[src/rtl/adc128s022_pkg.sv]
// Shared constants and types for the ADC128S022-compatible SPI responder.
package adc128s022_pkg;

    localparam int unsigned FrameClocks   = 16;
    localparam int unsigned LeadZeros     = 4;
    localparam int unsigned AddrFirstRise = 3;
    localparam int unsigned AddrBits      = 3;
    localparam int unsigned DataWidth     = 12;

    typedef logic [2:0]  ch_addr_t;
    typedef logic [11:0] sample_t;
    typedef logic [4:0]  edge_cnt_t;

    typedef enum logic {IDLE, ACTIVE} state_e;

    localparam edge_cnt_t LastEdge      = edge_cnt_t'(FrameClocks);
    localparam edge_cnt_t LastZeroFall  = edge_cnt_t'(LeadZeros);
    localparam edge_cnt_t HoldFall      = edge_cnt_t'(LeadZeros + 1);
    localparam edge_cnt_t AddrRiseLo    = edge_cnt_t'(AddrFirstRise);
    localparam edge_cnt_t AddrRiseHi    = edge_cnt_t'(AddrFirstRise + AddrBits - 1);

    // Edge counters run 1..FrameClocks and wrap so frames can run back to back.
    function automatic edge_cnt_t next_cnt(input edge_cnt_t c);
        return (c == LastEdge) ? edge_cnt_t'(1) : c + edge_cnt_t'(1);
    endfunction

endpackage

[src/rtl/adc128s022_responder_sync_edge_det.sv]
// Multi-flop synchronizer with single-cycle rise/fall pulses taken from the
// last stage against a one-cycle-delayed copy.
module sync_edge_det #(
    parameter int unsigned Stages  = 2,
    parameter logic        IdleVal = 1'b1
) (
    input  logic clk,
    input  logic rst_n,
    input  logic d,
    output logic rise,
    output logic fall
);

    logic [Stages-1:0] sync_q;
    logic              prev_q;

    always_ff @(posedge clk or negedge rst_n) begin
        if (!rst_n) begin
            sync_q <= {Stages{IdleVal}};
            prev_q <= IdleVal;
        end else begin
            sync_q <= {sync_q[Stages-2:0], d};
            prev_q <= sync_q[Stages-1];
        end
    end

    assign rise = sync_q[Stages-1] & ~prev_q;
    assign fall = ~sync_q[Stages-1] & prev_q;

endmodule

[src/rtl/adc128s022_responder.sv]
// ADC128S022-compatible SPI responder: serves channel samples to an ADC master,
// with all link pins oversampled on clk.
module adc128s022_responder #(
    parameter int unsigned SyncStages = 2,
    parameter int unsigned NumCh      = 8,
    parameter int unsigned DataWidth  = 12
) (
    input  logic                       clk,
    input  logic                       rst_n,
    input  logic                       adc_cs_n,
    input  logic                       adc_sclk,
    input  logic                       adc_din,
    output logic                       adc_dout,
    input  logic [NumCh*DataWidth-1:0] ch_data,
    output logic [2:0]                 cur_ch,
    output logic                       frame_done,
    output logic                       frame_err
);
    import adc128s022_pkg::*;

    logic                  cs_rise, cs_fall, sck_rise, sck_fall;
    logic [SyncStages-1:0] din_sync;
    logic                  din_s;

    state_e                state_q, state_d;
    edge_cnt_t             rise_cnt_q, rise_cnt_d, fall_cnt_q, fall_cnt_d;
    logic [DataWidth-1:0]  shreg_q, shreg_d, sample;
    ch_addr_t              addr_next_q, addr_next_d, cur_ch_d;
    logic                  dout_d, done_d, err_d;

    sync_edge_det #(.Stages(SyncStages), .IdleVal(1'b1)) u_cs_sync (
        .clk  (clk),
        .rst_n(rst_n),
        .d    (adc_cs_n),
        .rise (cs_rise),
        .fall (cs_fall)
    );

    sync_edge_det #(.Stages(SyncStages), .IdleVal(1'b1)) u_sclk_sync (
        .clk  (clk),
        .rst_n(rst_n),
        .d    (adc_sclk),
        .rise (sck_rise),
        .fall (sck_fall)
    );

    always_ff @(posedge clk or negedge rst_n) begin
        if (!rst_n) din_sync <= '0;
        else        din_sync <= {din_sync[SyncStages-2:0], adc_din};
    end
    assign din_s = din_sync[SyncStages-1];

    assign sample = ch_data[32'(cur_ch) * DataWidth +: DataWidth];

    always_ff @(posedge clk or negedge rst_n) begin
        if (!rst_n) state_q <= IDLE;
        else        state_q <= state_d;
    end

    always_comb begin
        state_d = state_q;
        unique case (state_q)
            IDLE:    if (cs_fall) state_d = ACTIVE;
            ACTIVE:  if (cs_rise) state_d = IDLE;
            default: state_d = IDLE;
        endcase
    end

    // cs_n edges take priority over any sclk edge seen in the same cycle.
    always_comb begin
        rise_cnt_d  = rise_cnt_q;
        fall_cnt_d  = fall_cnt_q;
        shreg_d     = shreg_q;
        addr_next_d = addr_next_q;
        cur_ch_d    = cur_ch;
        dout_d      = adc_dout;
        done_d      = 1'b0;
        err_d       = 1'b0;
        if (state_q == IDLE) begin
            if (cs_fall) begin
                rise_cnt_d = '0;
                fall_cnt_d = '0;
                dout_d     = 1'b0;
            end
        end else if (cs_rise) begin
            dout_d = 1'b0;
            err_d  = (rise_cnt_q != '0) && (rise_cnt_q != LastEdge);
        end else begin
            if (sck_fall) begin
                fall_cnt_d = next_cnt(fall_cnt_q);
                if (fall_cnt_d <= LastZeroFall) begin
                    dout_d = 1'b0;
                end else if (fall_cnt_d == HoldFall) begin
                    shreg_d = sample;
                    dout_d  = sample[DataWidth-1];
                end else begin
                    dout_d  = shreg_q[DataWidth-2];
                    shreg_d = {shreg_q[DataWidth-2:0], 1'b0};
                end
            end
            if (sck_rise) begin
                rise_cnt_d = next_cnt(rise_cnt_q);
                if (rise_cnt_d >= AddrRiseLo && rise_cnt_d <= AddrRiseHi)
                    addr_next_d = {addr_next_q[AddrBits-2:0], din_s};
                if (rise_cnt_d == LastEdge) begin
                    cur_ch_d = addr_next_q;
                    done_d   = 1'b1;
                end
            end
        end
    end

    always_ff @(posedge clk or negedge rst_n) begin
        if (!rst_n) begin
            rise_cnt_q  <= '0;
            fall_cnt_q  <= '0;
            shreg_q     <= '0;
            addr_next_q <= '0;
            cur_ch      <= '0;
            adc_dout    <= 1'b0;
            frame_done  <= 1'b0;
            frame_err   <= 1'b0;
        end else begin
            rise_cnt_q  <= rise_cnt_d;
            fall_cnt_q  <= fall_cnt_d;
            shreg_q     <= shreg_d;
            addr_next_q <= addr_next_d;
            cur_ch      <= cur_ch_d;
            adc_dout    <= dout_d;
            frame_done  <= done_d;
            frame_err   <= err_d;
        end
    end

endmodule

[config.mk]
export PLATFORM = sky130hd
export DESIGN_NAME = adc128s022_responder
export DESIGN_NICKNAME = d
export VERILOG_FILES = /design/src/rtl/adc128s022_pkg.sv /design/src/rtl/adc128s022_responder_sync_edge_det.sv /design/src/rtl/adc128s022_responder.sv
export SDC_FILE = /design/constraint.sdc
export NUM_CORES = 1
export LEC_CHECK = 0
export ABC_AREA = 0
export CAP_MARGIN = 20
export CORE_MARGIN = 2
export CORE_UTILIZATION = 44
export DETAILED_ROUTE_END_ITERATION = 16
export GPL_TIMING_DRIVEN = 0
export HOLD_SLACK_MARGIN = 0.02
export PLACE_DENSITY = 0.87
export SLEW_MARGIN = 20
export SYNTH_ARGS = -nofsm -noshare
export SYNTH_HDL_FRONTEND = slang
export SYNTH_SLANG_ARGS = --single-unit
[constraint.sdc]
create_clock -name clk -period 3 [get_ports clk]
set_input_delay 0.45 -clock clk [delete_from_list [all_inputs] [get_ports clk]]
set_output_delay 0.45 -clock clk [all_outputs]
set_load 0.02 [all_outputs]
======== Yosys cells after proc, flatten, opt, wreduce, memory -nomap -nowiden ========
Index checks and enable logic that the tools add are counted.
word-level totals
  register bits after elaboration ......... 39
  bits in latches ......................... 0
  bits in writable memories ............... 0
  memory bits (read-only) ................. 0
  bits of input ports ..................... 101
  memories ................................ 0
cells by class
  $add $sub $neg .......................... 2
  multiply operators ...................... 1
  divide/modulo/power cells ............... 0
  order comparisons ....................... 3
  eq/ne operators ......................... 9
  shift operators ......................... 1
  multiplexer cells ....................... 25
  bitwise logic cells ..................... 11
  reduce and logical (&&, ||, !) cells .... 10
operators by type and width
  kind                                                                count
  variable part select 96 x 8 -> 12 bit                               1
  2-to-1 mux 5 bit                                                    9
  == test 5 bit (second input constant)                               3
  2-to-1 mux 1 bit                                                    14
  AND reduction 4 bit                                                 3
  2-to-1 mux 11 bit                                                   1
  adder 5 x 1 -> 5 bit (second input constant)                        2
  less-or-equal comparator 5 x 3 -> 1 bit (second input constant)     2
  NOT 1 bit                                                           7
  != test 2 bit (second input constant)                               3
  AND reduction 3 bit                                                 2
  == test 5 x 3 -> 1 bit (second input constant)                      1
  greater-or-equal comparator 5 x 2 -> 1 bit (second input constant)  1
  multiplier 3 x 2 -> 5 bit (second input constant)                   1
  != test 5 bit (second input constant)                               1
  nonzero test 5 bit                                                  1
  AND 1 bit                                                           4
  != test 3 bit (second input constant)                               1
  logical AND 1 bit                                                   2
  case mux 1 bit (2 select lines)                                     1
  AND reduction 2 bit                                                 1
  nonzero test 2 bit                                                  1

======== Longest topological paths before layout ========
  depth after elaboration ................. 8
  mapped depth ............................ 8
  mapped depth without buffers ............ 7

======== Cells and area by module ========
Synthesis repeated with hierarchy kept, for this count alone.
second synthesis, totals
  cell total of the unflattened synthesis .. 207
  area, all modules ....................... 2646.3 um^2
modules (own cells, without submodules)
  module                times used  cells an instance  area each (um^2)  sequential area each (um^2)
  adc128s022_responder  1           197                2458.6            825.8
  sync_edge_det         2           5                  93.8              78.8

======== Worst setup path after synthesis ========
Ideal clock, no wire load.
  path kind ............................... register to register
  start point ............................. register cur_ch[1]
  end point ............................... register shreg_q[2]
  arrival time ............................ 2126 ps
  path slack .............................. 749 ps
  cell stages (with the launch flop) ...... 7
  path buffers ............................ 2
  period minus slack after synthesis ...... 2251 ps
  cell sequence ........................... dfrtp_1 clkbuf_1 clkbuf_1 mux4_2 mux2_2 mux2_2 mux2_2
between the ends
  word-level cells in the longest chain between the ends .. 3
ends and longest elaborated chain
  item                                   line                         RTL
  start, declared                        adc128s022_responder.sv:15   output logic [2:0] cur_ch,
  start signal, assigned                 adc128s022_responder.sv:128  cur_ch <= cur_ch_d;
  multiplier 3 x 2 -> 5 bit              adc128s022_responder.sv:53   assign sample = ch_data[32'(cur_ch) * DataWidth +: DataWidth];
  variable part select 96 x 8 -> 12 bit  adc128s022_responder.sv:53
  2-to-1 mux 11 bit                      adc128s022_responder.sv:93   end else if (fall_cnt_d == HoldFall) begin
  end signal, assigned                   adc128s022_responder.sv:126  shreg_q <= shreg_d;
  end, declared                          adc128s022_responder.sv:27   logic [DataWidth-1:0] shreg_q, shreg_d, sample;
No other way between the ends.
A chain may end at the register's enable or synchronous reset.

======== Worst setup path in the final report ========
  start point ............................. register cur_ch[1]
  end point ............................... register shreg_q[10]
The elaborated chain is that of the path after synthesis.

==> summary by stage <==
Critical path
The family with the most delay on the worst path is multiplexers. In this design, the stage delay of the slowest critical-path cell is 530 ps. The critical path goes through clkbuf_1 -> clkbuf_1 -> mux4_2 -> mux2_2 -> mux2_2 -> mux2_2.

The worst setup path is captured at a flop. STA classifies the critical path startpoint as a flop. By startpoint and endpoint, the worst setup path is classified as reg -> reg. The top fanout value on the critical path is 10. The worst endpoint data arrival time is 2740 ps.

In this run the critical register-to-register path is launched from cur_ch[1]. The data required time at the worst endpoint is 3190 ps. The most frequent cell on the critical path is mux2_2. The sum of buffers and inverters on the critical path is 2. For this design, the slowest cell found on the critical path is clkbuf_1. The worst setup path startpoint is cur_ch[1].

Timing
The worst slew slack as a fraction of its limit is 59.4%. The final setup violation count is 0. Setup repair after global routing left no endpoint under its margin.

On the final layout, the worst clock skew is 8.18 ps. For the pin with the worst max-slew slack, the measured transition is 609 ps. Derived from the worst setup path, the maximum achievable clock frequency is 392 MHz. Of the available clock period, the critical path in the final layout requires 85.0%.

Adding up every negative setup slack in the final design gives 0 ps. Across all hold checks on the routed design, the worst slack comes to 361 ps. The final critical-path setup slack is 451 ps.

The worst path needs 2550 ps of the cycle, external delays included. The count of endpoints failing hold in the final timing report came to 0. The final number of max-transition violations was 0.

Yosys
In this run the biggest area consumer among cell types represents 31.3% of the synthesized area. Sorting the synthesized cells by how often they occur yields dfrtp_1 (33), mux2_2 (32), mux4_2 (20). Sorting the synthesized cells by area gives the leading types as dfrtp_1 (31%), mux4_2 (17%), mux2_2 (14%).

In this run the cell area of the synthesized design comes to 2640 µm². By instance count, the leading cell after synthesis is dfrtp_1. The number of flops mapped to enable cells by yosys is 0. The net count after synthesis is 313. The total of flip-flops plus latches after synthesis is 39.

Of all flip-flops after synthesis, the portion carrying an async set or reset was 100%. The count of synthesis-stage warnings from yosys is 0. In this run the mean area of a mapped cell was 12.8 µm². The instance count of the mapped netlist is 206.

The sequential area share after synthesis is 37.2%. The count of different cell masters after synthesis is 41. In the synthesized netlist the dominant register cell turns out to be dfrtp_1. The leading area contributor after synthesis is dfrtp_1.

Die
In this run the count of I/O pins placed on the die edge is 107. The die outline width is 81.5 µm. The initial core utilization is 45.1%. The die covers 6640 µm². The core box area is 5850 µm². The overall die height is 81.5 µm. After floorplanning, the core was divided into 28 placement rows.

Power
The clock network burns 25.2% of the power. The design draws 1.70 mW. The share of total power in sequential cells is 42.3%.

Power spread over the standard cell area amounts to 433 nW/µm². The leakage power summed over all cells is 1.53 nW. The cell internal power dissipation is 1.25 mW. Per report_power, the combinational group accounts for 32.4% of the total.

The net switching power is 454 µW. The peak supply drop is 0.387 mV. Of the total power, the share spent switching nets is 26.7%.

CTS
The root buffer cell is clkbuf_8. The number of buffers created by CTS is 5. The maximum count of clock buffers along a single path is 2. The clock tree synthesis step divided the H-tree into 2 levels.

The CTS tree is built. After clock tree synthesis, the clock-pin slew on the worst setup and hold paths is 80 ps. The clock net sink count is 39. The later pin in the worst-skew pair is clocked with a latency of 290 ps.

GRT
After global routing the overflow that remains totals 0. Global routing consumed, over all layers together, 20.9% of the routing resources. The wire length of the first global-routing pass is 10,600 µm. The initial antenna violation count is 0.

The via count of the first global-routing pass is 2,292. Entering global routing, the biggest net connects 33 pins.

Min path
The worst hold path begins at u_sclk_sync.sync_q[0]. The tightest min-delay check is of the reg -> reg type.

Drt
Across all layers, the routed design uses 2,174 vias. Summed over all layers, the routed wires come to 6540 µm. Using the TritonRoute via totals, the vias-per-cell ratio works out to 5.48. The iteration count of the initial detailed-routing pass is 4. The routed wire length per instance is 16.5 µm. The DRC marker count from the first detailed-route iteration is 75. The number of routed nets with antenna violations is 0. The wire length on met2 is 3540 µm.

The met1 wire length is 2460 µm. For this run, design rule violations remaining after detail routing come to 0. Routed signal wires occupy layers up through met4.

Detailed routing placed a total of 316 µm of wire on met3.

Placement
The global placer's final weighted congestion is 0.797. In this run the tool buffered the top-level ports with 106 buffer cells. The HPWL after detailed placement is 5330 µm. Before CTS, the worst setup slack after placement is 442 ps.

Job
The reported max-cap violation count is 0.

Finish
The number of antenna repair diodes is 0. The share of post-route cells with drive strength above 1 is 23.3%. The final-stage net count is 428. The area growth from synthesis to layout is 48.9%.

Status
The flow ran to the end, and the final reports show no timing, DRC or antenna violations.
==> flip-flops by register name, indices dropped and copies added, names as in the netlist <==
name,cells
shreg_q,11
fall_cnt_q,5
rise_cnt_q,5
addr_next_q,3
cur_ch,3
din_sync,2
u_cs_sync.sync_q,2
u_sclk_sync.sync_q,2
adc_dout,1
frame_done,1
frame_err,1
state_q,1
u_cs_sync.prev_q,1
u_sclk_sync.prev_q,1
==> metal layers <==
layer  vias up  global-route usage (%)
li1       1021                       -
met3        26                    4.73
met1      1065                    23.2
met2        62                    38.4
met5         -                       0
met4         0                    8.81
==> cell families after synthesis <==
group	after synthesis	synth area share, %
flops	39	37.2
compound gates	27	6.58
simple gates	46	9.66
fa+ha+maj	6	2.84
xor+xnor	3	0.995
buf+inv	20	4.31
mux	65	38.4
==> power by group through the flow <==
| stage | combinational (mW) | clock, mW | sequential (mW) |
|---|---|---|---|
| 2_1_floorplan | 0.344 | 0 | 0.712 |
| 3_3_place_gp | 0.529 | 0 | 0.724 |
| 3_5_place_dp | 0.551 | 0 | 0.731 |
| 4_1_cts | 0.559 | 0.445 | 0.720 |
| 5_1_grt | 0.603 | 0.472 | 0.737 |
| 6_report | 0.552 | 0.429 | 0.720 |
==> cells in the final DEF, fill, tap and decap left out, types with 2 or more instances in the layout <==
cell type	n
clkdlybuf4s50_1	105
dfrtp_1	33
mux2_2	32
mux4_2	20
nand3_1	11
nand2b_1	10
nand2_1	10
o21ai_0	9
clkbuf_1	7
inv_1	6
a21oi_1	6
mux2_1	6
ha_1	6
dfstp_2	6
clkbuf_8	5
buf_2	4
mux4_1	4
xor2_1	3
nor2b_1	3
mux2i_1	3
nor2_1	2
nor3_1	2
a211oi_1	2
o21ai_1	2
nand4b_1	2
buf_12	2
==> path summary, 6_finish.rpt <==
kind	to	slack (ps)	depth (start not counted)
setup / recovery	shreg_q[10]	450	6
hold / removal	u_sclk_sync.sync_q[1]	360	0
setup reg to reg	shreg_q[10]	450	6
hold reg to reg	u_sclk_sync.sync_q[1]	360	0
max in group asynchronous	u_cs_sync.prev_q	1990	3
min in group asynchronous	rise_cnt_q[1]	530	2
==> metrics by stage <==
step | util (%) | area [µm²] | std cells
finish | 67.2 | 3930 | 397
global placement | 64.9 | 3800 | 387
floorplan | - | 2640 | 206
CTS | 67.2 | 3930 | 397
global route | 67.2 | 3930 | 397
detailed placement | 65.1 | 3810 | 388
==> final cells by class <==
cell class | instances | area (µm²)
fillers | 435 | 1920
multi-input cells | 147 | 1540
repair buffers | 108 | 1090
flip-flops and latches | 39 | 983
well taps | 75 | 93.8
plain buffers | 14 | 91.3
clock buffers | 5 | 68.8
clock inverters | 3 | 43.8
inverters | 6 | 22.5
==> timing repair <==
| action | CTS | global route |
|---|---|---|
| endpoints found under the setup margin | 0 | 0 |
| buffers inserted | 0 | 0 |
| endpoints found under the hold margin | 5 | 0 |
| hold buffers | 1 | 0 |
| gates resized for setup | 0 | 0 |
No activity file was read; power rests on OpenSTA's default activity.
